--- src/rtl/spi_slave_ctrl.sv ---
// SPI slave front end for the single-port RAM. It assembles 10-bit command
// frames {cmd[1:0], payload[7:0]} from MOSI, strobes them out on rx_data/rx_valid,
// and serialises the RAM's 8-bit read answer onto MISO after a read-data frame.
module spi_slave_ctrl (
  input  logic       clk,
  input  logic       rst_n,
  input  logic       SS_n,
  input  logic       MOSI,
  output logic       MISO,
  output logic [9:0] rx_data,
  output logic       rx_valid,
  input  logic [7:0] tx_data,
  input  logic       tx_valid
);

  typedef enum logic [2:0] {
    IDLE,
    CHK_CMD,
    WRITE,
    READ_ADD,
    READ_DATA
  } state_t;

  state_t      state, state_nxt;

  logic [3:0]  bit_cnt;       // frame bits sampled so far, saturates at 10
  logic [9:0]  rx_shift;
  logic [7:0]  tx_shift;      // remaining read-data bits, MSB goes out next
  logic [2:0]  tx_cnt;        // read-data bits still to drive after the first
  logic        tx_busy;
  logic        tx_done;       // answer already shifted for this frame
  logic        rd_addr_done;  // a read address is latched; next 1x frame is read data

  logic        abort;
  logic        in_frame;
  logic        frame_last;
  logic        tx_start;

  // Leaving a transaction: slave select released in any active state.
  assign abort      = (state != IDLE) && SS_n;
  assign in_frame   = !SS_n && ((state == WRITE) || (state == READ_ADD) || (state == READ_DATA));
  assign frame_last = in_frame && (bit_cnt == 4'd9);
  assign tx_start   = !SS_n && (state == READ_DATA) && (bit_cnt == 4'd10) &&
                      tx_valid && !tx_busy && !tx_done;

  // State register.
  always_ff @(posedge clk) begin
    if (!rst_n) state <= IDLE;
    else        state <= state_nxt;
  end

  // Next-state logic: bit 9 of the frame picks the write or read path.
  always_comb begin
    // NOTE: next state defaults to the current one so every path assigns it and no latch is inferred.
    state_nxt = state;
    case (state)
      IDLE:    if (!SS_n) state_nxt = CHK_CMD;
      CHK_CMD: begin
        if (SS_n)              state_nxt = IDLE;
        else if (!MOSI)        state_nxt = WRITE;
        else if (rd_addr_done) state_nxt = READ_DATA;
        else                   state_nxt = READ_ADD;
      end
      WRITE, READ_ADD, READ_DATA: if (SS_n) state_nxt = IDLE;
      default: state_nxt = IDLE;
    endcase
  end

  // Receive path: shift MOSI in, publish the frame with a one-cycle strobe.
  always_ff @(posedge clk) begin
    if (!rst_n) begin
      bit_cnt  <= '0;
      rx_shift <= '0;
      rx_data  <= '0;
      rx_valid <= 1'b0;
    end else begin
      // NOTE: non-blocking assignments let the strobe default low and be overridden below without ordering hazards.
      rx_valid <= 1'b0;
      if (abort) begin
        bit_cnt <= '0;
      end else if (state == CHK_CMD) begin
        rx_shift <= {9'b0, MOSI};
        bit_cnt  <= 4'd1;
      end else if (in_frame && (bit_cnt < 4'd10)) begin
        rx_shift <= {rx_shift[8:0], MOSI};
        bit_cnt  <= bit_cnt + 4'd1;
        if (frame_last) begin
          rx_data  <= {rx_shift[8:0], MOSI};
          rx_valid <= 1'b1;
        end
      end
    end
  end

  // Transmit path: shift the RAM answer out MSB first, once per read-data frame.
  always_ff @(posedge clk) begin
    if (!rst_n) begin
      MISO         <= 1'b0;
      tx_shift     <= '0;
      tx_cnt       <= '0;
      tx_busy      <= 1'b0;
      tx_done      <= 1'b0;
      rd_addr_done <= 1'b0;
    end else if (abort) begin
      // The address flag survives an abort so a retried read still finds it.
      MISO    <= 1'b0;
      tx_cnt  <= '0;
      tx_busy <= 1'b0;
      tx_done <= 1'b0;
    end else begin
      if ((state == READ_ADD) && frame_last) rd_addr_done <= 1'b1;
      if (tx_start) begin
        MISO     <= tx_data[7];
        tx_shift <= {tx_data[6:0], 1'b0};
        tx_cnt   <= 3'd7;
        tx_busy  <= 1'b1;
      end else if (tx_busy) begin
        if (tx_cnt != 3'd0) begin
          MISO     <= tx_shift[7];
          tx_shift <= {tx_shift[6:0], 1'b0};
          tx_cnt   <= tx_cnt - 3'd1;
        end else begin
          MISO         <= 1'b0;
          tx_busy      <= 1'b0;
          tx_done      <= 1'b1;
          rd_addr_done <= 1'b0;
        end
      end
    end
  end

endmodule

--- config.mk ---
export PLATFORM = sky130hd
export DESIGN_NAME = spi_slave_ctrl
export DESIGN_NICKNAME = d
export VERILOG_FILES = /design/src/rtl/spi_slave_ctrl.sv
export SDC_FILE = /design/constraint.sdc
export NUM_CORES = 1
export LEC_CHECK = 0
export CAP_MARGIN = 30
export CELL_PAD_IN_SITES_DETAIL_PLACEMENT = 2
export CELL_PAD_IN_SITES_GLOBAL_PLACEMENT = 2
export CORE_UTILIZATION = 36
export DETAILED_ROUTE_END_ITERATION = 8
export PLACE_DENSITY_LB_ADDON = 0.2
export SLEW_MARGIN = 30
export SYNTH_ARGS = -nofsm -noshare
export SYNTH_HDL_FRONTEND = slang
export SYNTH_SLANG_ARGS = --single-unit
--- constraint.sdc ---
create_clock -name clk -period 2.6 [get_ports clk]
set_input_delay 0.52 -clock clk [delete_from_list [all_inputs] [get_ports clk]]
set_output_delay 0.52 -clock clk [all_outputs]
set_load 0.02 [all_outputs]
=== Yosys cells after proc, flatten, opt, wreduce, memory -nomap -nowiden ===
Cells that the tools add are included.

* Register bits: 42
* Bits of input ports: 13
* Output and inout port bits: 12
* Word-level logic and storage cells: 87

* Add/sub/neg operators: 2
* $lt $le $gt $ge: 1
* Equality and inequality tests: 8
* Multiplexer cells: 27
* Bitwise operators: 6
* Reductions and logical operators: 31

{| class="wikitable"
|+ Operators by type and width
! operator !! number
|-
| $mux 3 || 8
|-
| $mux 8 || 3
|-
| $mux 9 || 2
|-
| $mux 1 || 13
|-
| $logic_and 1x1->1 || 10
|-
| $pmux 3 s3 || 1
|-
| $eq 4x4->1 const B || 2
|-
| $eq 3x2->1 const B || 2
|-
| $not 1->1 || 6
|-
| $reduce_and 2->1 || 3
|-
| $reduce_and 3->1 || 2
|-
| $reduce_bool 2->1 || 3
|-
| $reduce_bool 3->1 || 2
|-
| $reduce_or 3->1 || 2
|-
| $add 4x1->4 const B || 1
|-
| $lt 4x4->1 const B || 1
|-
| $ne 2x2->1 const B || 2
|-
| $reduce_and 4->1 || 1
|-
| $reduce_or 4->1 || 1
|-
| $eq 3x1->1 const B || 1
|-
| $eq 3x3->1 const B || 1
|-
| $logic_not 1->1 || 3
|-
| $logic_not 3->1 || 1
|-
| $sub 3x1->3 const B || 1
|-
| other kinds (2) || 3
|}

=== Depth between registers and ports, before layout ===
* Depth in word-level cells: 10
* Gate-level depth with buffers: 6
* Gate-level depth less buffers: 6

=== Worst setup path after synthesis ===
Ideal clock, no wire load.

* Path type: register to register
* From: reg state[1]
* To: reg rx_data[3]
* Library setup time: 0.072 ns
* Arrival time: 1.424 ns
* Required time: 2.528 ns
* Setup slack: 1.104 ns
* Stages on the path, launching flop included: 7
* Buffers on the path: 2
* Period minus slack after synthesis: 1.496 ns
* Cells stage by stage: dfxtp_1 > buf_2 > nor3b_4 > o21a_1 > and3_4 > buf_8 > mux2i_1

* Longest elaborated chain between the ends: 6

{| class="wikitable"
|+ RTL lines
! what !! RTL line !! text
|-
| from (decl) || 24 || <nowiki>state_t state, state_nxt;</nowiki>
|-
| from (signal assigned) || 49 || <nowiki>else state <= state_nxt;</nowiki>
|-
| $eq 3x2->1 || 41 || <nowiki>assign in_frame = !SS_n && ((state == WRITE) || (state == READ_ADD) || (state == READ_DATA));</nowiki>
|-
| $logic_or 1x1->1 (2 in series) || 41 ||
|-
| $logic_and 1x1->1 || 41 ||
|-
| $logic_and 1x1->1, on equally long branches || 42, 84 ||
|-
| $reduce_and 4->1 (no source line) (*) || n/a ||
|-
| to (signal assigned) || 88 || <nowiki>rx_data <= {rx_shift[8:0], MOSI};</nowiki>
|-
| to (decl) || 10 || <nowiki>output logic [9:0] rx_data,</nowiki>
|}

Every way passes the cells marked *; elsewhere a longest branch is shown, timed or not.
A chain may end at the register's enable or synchronous reset.

=== Worst setup path in the final report ===
* From: in SS_n
* To: reg tx_shift[3]

* Longest elaborated chain between the ends: 8

{| class="wikitable"
|+ RTL lines
! what !! RTL line !! text
|-
| from (decl) || 7 || <nowiki>input logic SS_n,</nowiki>
|-
| $logic_not 1->1 || n/a ||
|-
| $logic_and 1x1->1 (3 in series) || 43 || <nowiki>assign tx_start = !SS_n && (state == READ_DATA) && (bit_cnt == 4'd10) &&</nowiki>
|-
| $logic_and 1x1->1 (2 in series) || 44 || <nowiki>tx_valid && !tx_busy && !tx_done;</nowiki>
|-
| $reduce_bool 2->1 (no source line) || n/a ||
|-
| $reduce_and 3->1 (no source line) || n/a ||
|-
| to (signal assigned) || 114 || <nowiki>tx_shift <= {tx_data[6:0], 1'b0};</nowiki>
|-
| to (signal assigned) || 120 || <nowiki>tx_shift <= {tx_shift[6:0], 1'b0};</nowiki>
|-
| to (decl) || 28 || <nowiki>logic [7:0] tx_shift;</nowiki>
|}

Parallel ways exist; a longest one is shown, timed or not.

==> parameters.txt <==
Parameter                              Value

Die
  Number of placement rows    24
  Area of the core    4500 µm²
  Overall die area    5140 µm²
  Chip Width    71.7 µm
  Chip height    71.7 µm
  Number of I/O pins    25
  Initial Util    38.8%

STA
  Transition time at the pin with the least slew margin    620 ps
  Final max-slew violation count    0
  # setup viols final    0
  Final period utilization    77.7%
  Shortest clock period the worst path allows after layout    2020 ps
  Final sum of negative setup slack    0 ps
  Worst setup margin    579 ps
  Hold Violations, Final    0
  Worst-case clock skew    8.44 ps
  Rel. slew slack    58.3%
  Achievable clock frequency    0.495 GHz
  RSZ-0062 raised after global routing    no

Setup path
  Number of logic stages on the critical path including buffering    5
  Largest delay contributor family on the critical path    simple AND/OR/NAND/NOR gates
  Slowest Stage Delay on Critical Path    530 ps
  Max Fanout on Critical Path    10
  Sequence of cells on the critical path    clkdlybuf4s50_1 -> nor4b_1 -> nand4_1 -> o21ai_0 -> a21oi_1
  Setup slack of the worst register-to-register path    780 ps
  Number of cells on the worst reg-to-reg path    4
  Setup CP Type    input pin to register
  Critical Path Source Type    input pin
  Slowest stage cell, crit path    sky130_fd_sc_hd__clkdlybuf4s50_1
  End of the worst register-to-register path    tx_shift[5]$_SDFFE_PN0P_
  Number of buffers and inverters on the critical path    1
  Arrival time worst endpoint    2190 ps
  Endpoint required time on the critical path    2770 ps
  Startpoint of the worst register-to-register path    state[2]$_SDFFE_PN0P_
  Capturing element type of the critical path    register

Synth
  Number of synthesized register bits    41
  Number of distinct library cell variants in the gate-level netlist after synthesis    38
  YS warnings    0
  Post-synthesis instance total    183
  Netlist area before placement    1750 µm²
  Asr flop ratio synth    0%
  Sequential share of the synthesized area    47.0%
  Number of enable-type register cells in the synthesized netlist    0
  Most used DFF post-synth    sky130_fd_sc_hd__dfxtp_1
  Synthesized area per cell    9.55 µm²
  Syn_nets    201

Final layout
  Diodes inserted    0
  Final Cell Area    2130 µm²
  Fill cell instance count of the final layout    478
  Layout overhead on the synthesized area    22.0%
  Fraction of layout instances using a drive strength above 1    7.66%
  Number of nets at the end of the flow    227
  Area taken by flip-flops and latches    821 µm²
  Multi-input combinational cell area    866 µm²

Detailed routing
  # DRC    0
  Drt via density    5.36
  Number of design-rule violations left by the first detailed-router iteration    56
  TritonRoute pass-1 iters    4
  Detailed-route via count    1398
  Antenna Violating Nets Remaining    0
  Average wire length per cell after detail routing    16.9 µm
  Routed wire length    4410 µm

Clock tree
  # hold bufs at CTS    0
  TritonCTS clock tree    yes
  CTS H-tree lvls    2
  Post-CTS Setup Inserts    0
  Clock root buffer    sky130_fd_sc_hd__clkbuf_8
  Maximum count of clock buffers along a single path    2
  CTS-repair resized insts    0
  Clock buffers created by TritonCTS    5
  Worst-skew pair later-pin latency    300 ps
  Clock transition at path regs    80 ps
  Number of clock sinks    41

Flow run
  Count of max-cap constraint violations    0

Pwr
  Worst ir drop on vdd    0.000299 V
  Static Leak    0.784 nW
  Pwr dens    562 nW/µm²

Place
  Pre-CTS WS    298 ps
  Instance area at placement    2030 µm²
  Post-detail-place hpwl    3350 µm
  Number of I/O port buffers    24
  GP Congestion    0.714

Run status
  Result of the run    complete, no violations

Hold path
  Class of the most critical hold timing path    register to register
  Destination of the worst hold path    rx_data[1]$_SDFFE_PN0P_
  Start point of the worst min-delay path    rx_data[1]$_SDFFE_PN0P_
  Hold Path Cell Cnt    2

Global routing
  Global-route wire length before repair    7330 µm
  Grt ovf    0
  Via count of the first global-routing pass    1561
  Largest net degree at the start of global routing    22
  Initial antenna violation count    0
  Overall global routing resource usage    19.0%
-- where the power goes --
part	internal, mW	switching (mW)	total (mW)
Combinational	0.0293	0.0342	0.0635
Sequential	0.631	0.00574	0.637
Clock	0.279	0.219	0.498
Total	0.939	0.259	1.20
-- layout by cell type, fill, tap and decap left out, drive strengths merged, types with 2 or more instances in the layout --
master	Yosys	final
o22ai	9	9
o21ai	8	8
a31oi	2	2
xor2	2	2
nand4	2	2
mux2i	17	17
ha	5	5
buf	2	2
clkdlybuf4s50	0	24
xnor2	2	2
nand2	27	27
nor4b	2	2
a41oi	2	2
inv	6	6
dfxtp	41	41
nor2b	6	6
nand3	4	4
mux2	2	2
nor2	9	9
clkbuf	5	5
o211ai	2	2
a21oi	14	14
and2	3	3
-- how the worst max path moves through the flow --
stage	from	to	slack (ps)
3_5_place_dp	SS_n	tx_shift[3]$_SDFFE_PN0P_	300
5_1_grt	SS_n	tx_shift[6]$_SDFFE_PN0P_	490
4_1_cts	SS_n	tx_shift[3]$_SDFFE_PN0P_	590
2_1_floorplan	state[1]$_SDFFE_PN0P_	rx_data[3]$_SDFFE_PN0P_	1100
6_report	SS_n	tx_shift[3]$_SDFFE_PN0P_	580
3_3_place_gp	SS_n	tx_shift[2]$_SDFFE_PN0P_	430
-- final cells by class --
class / instances / area share [%]
inverter: 6 / 1.06
multi-input combinational: 129 / 40.6
clock inverter: 2 / 1.64
timing repair buffer: 26 / 12.0
sequential: 41 / 38.5
clock buffer: 5 / 3.23
tap: 52 / 3.05
-- cell families (layout without fill, tap and decap cells) --
family / Yosys count / in the layout / share of synthesized area [%]
compound gates: 42 / 42 / 15.4
buf+inv: 13 / 39 / 3.51
mux: 19 / 19 / 11.0
fa+ha+maj: 5 / 5 / 3.58
flops: 41 / 41 / 47.0
xor+xnor: 4 / 4 / 2.00
simple gates: 59 / 59 / 17.5
-- flip-flops by register name, indices dropped and copies added (netlist names) --
signal and cells:
rx_data 10, rx_shift 9, tx_shift 7, bit_cnt 4, state 3, tx_cnt 3, MISO 1, rd_addr_done 1
rx_valid 1, tx_busy 1, tx_done 1
-- worst register-to-register path, stage by stage (launching register included) --
cell and delay (ps):
sky130_fd_sc_hd__dfxtp_1 450, sky130_fd_sc_hd__nor3b_4 400, sky130_fd_sc_hd__nand4_1 440, sky130_fd_sc_hd__o21ai_0 340
sky130_fd_sc_hd__a21oi_1 60
-- cell usage after synthesis, drive strengths merged (2+ instances only) --
| master | n | area share [%] |
|---|---|---|
| o22ai | 9 | 3.2 |
| clkbuf | 5 | 1.1 |
| o211ai | 2 | 1.6 |
| nand2 | 27 | 5.8 |
| a41oi | 2 | 1.0 |
| nor4b | 2 | 1.0 |
| a31oi | 2 | 0.72 |
| buf | 2 | 1.1 |
| mux2 | 2 | 1.3 |
| mux2i | 17 | 9.7 |
| nor2b | 6 | 2.1 |
| nor2 | 9 | 1.9 |
| nand4 | 2 | 0.72 |
| nand3 | 4 | 1.4 |
| inv | 6 | 1.3 |
| and2 | 3 | 1.1 |
| xor2 | 2 | 1.0 |
| xnor2 | 2 | 1.0 |
| a21oi | 14 | 4.2 |
| dfxtp | 41 | 47 |
| ha | 5 | 3.6 |
| o21ai | 8 | 2.3 |
-- metal layers --
layer | routed length (µm) | vias to the layer above | track usage [%]
li1 | - | 691 | -
met4 | 59 | 0 | 7.84
met1 | 1840 | 686 | 20.8
met3 | 116 | 4 | 3.80
met5 | 0 | - | 0
met2 | 2400 | 17 | 35.4
-- per-stage QoR --
step                cells  utilization [%]  hold WS (ps)  power (mW)
floorplan             183                -           443       0.683
global placement      254             45.1           443       0.711
detailed placement    254             45.1           468       0.716
CTS                   261             47.4           477        1.22
global route          261             47.4           502        1.25
finish                261             47.4           473        1.20
(Power assumes the default switching activity.)
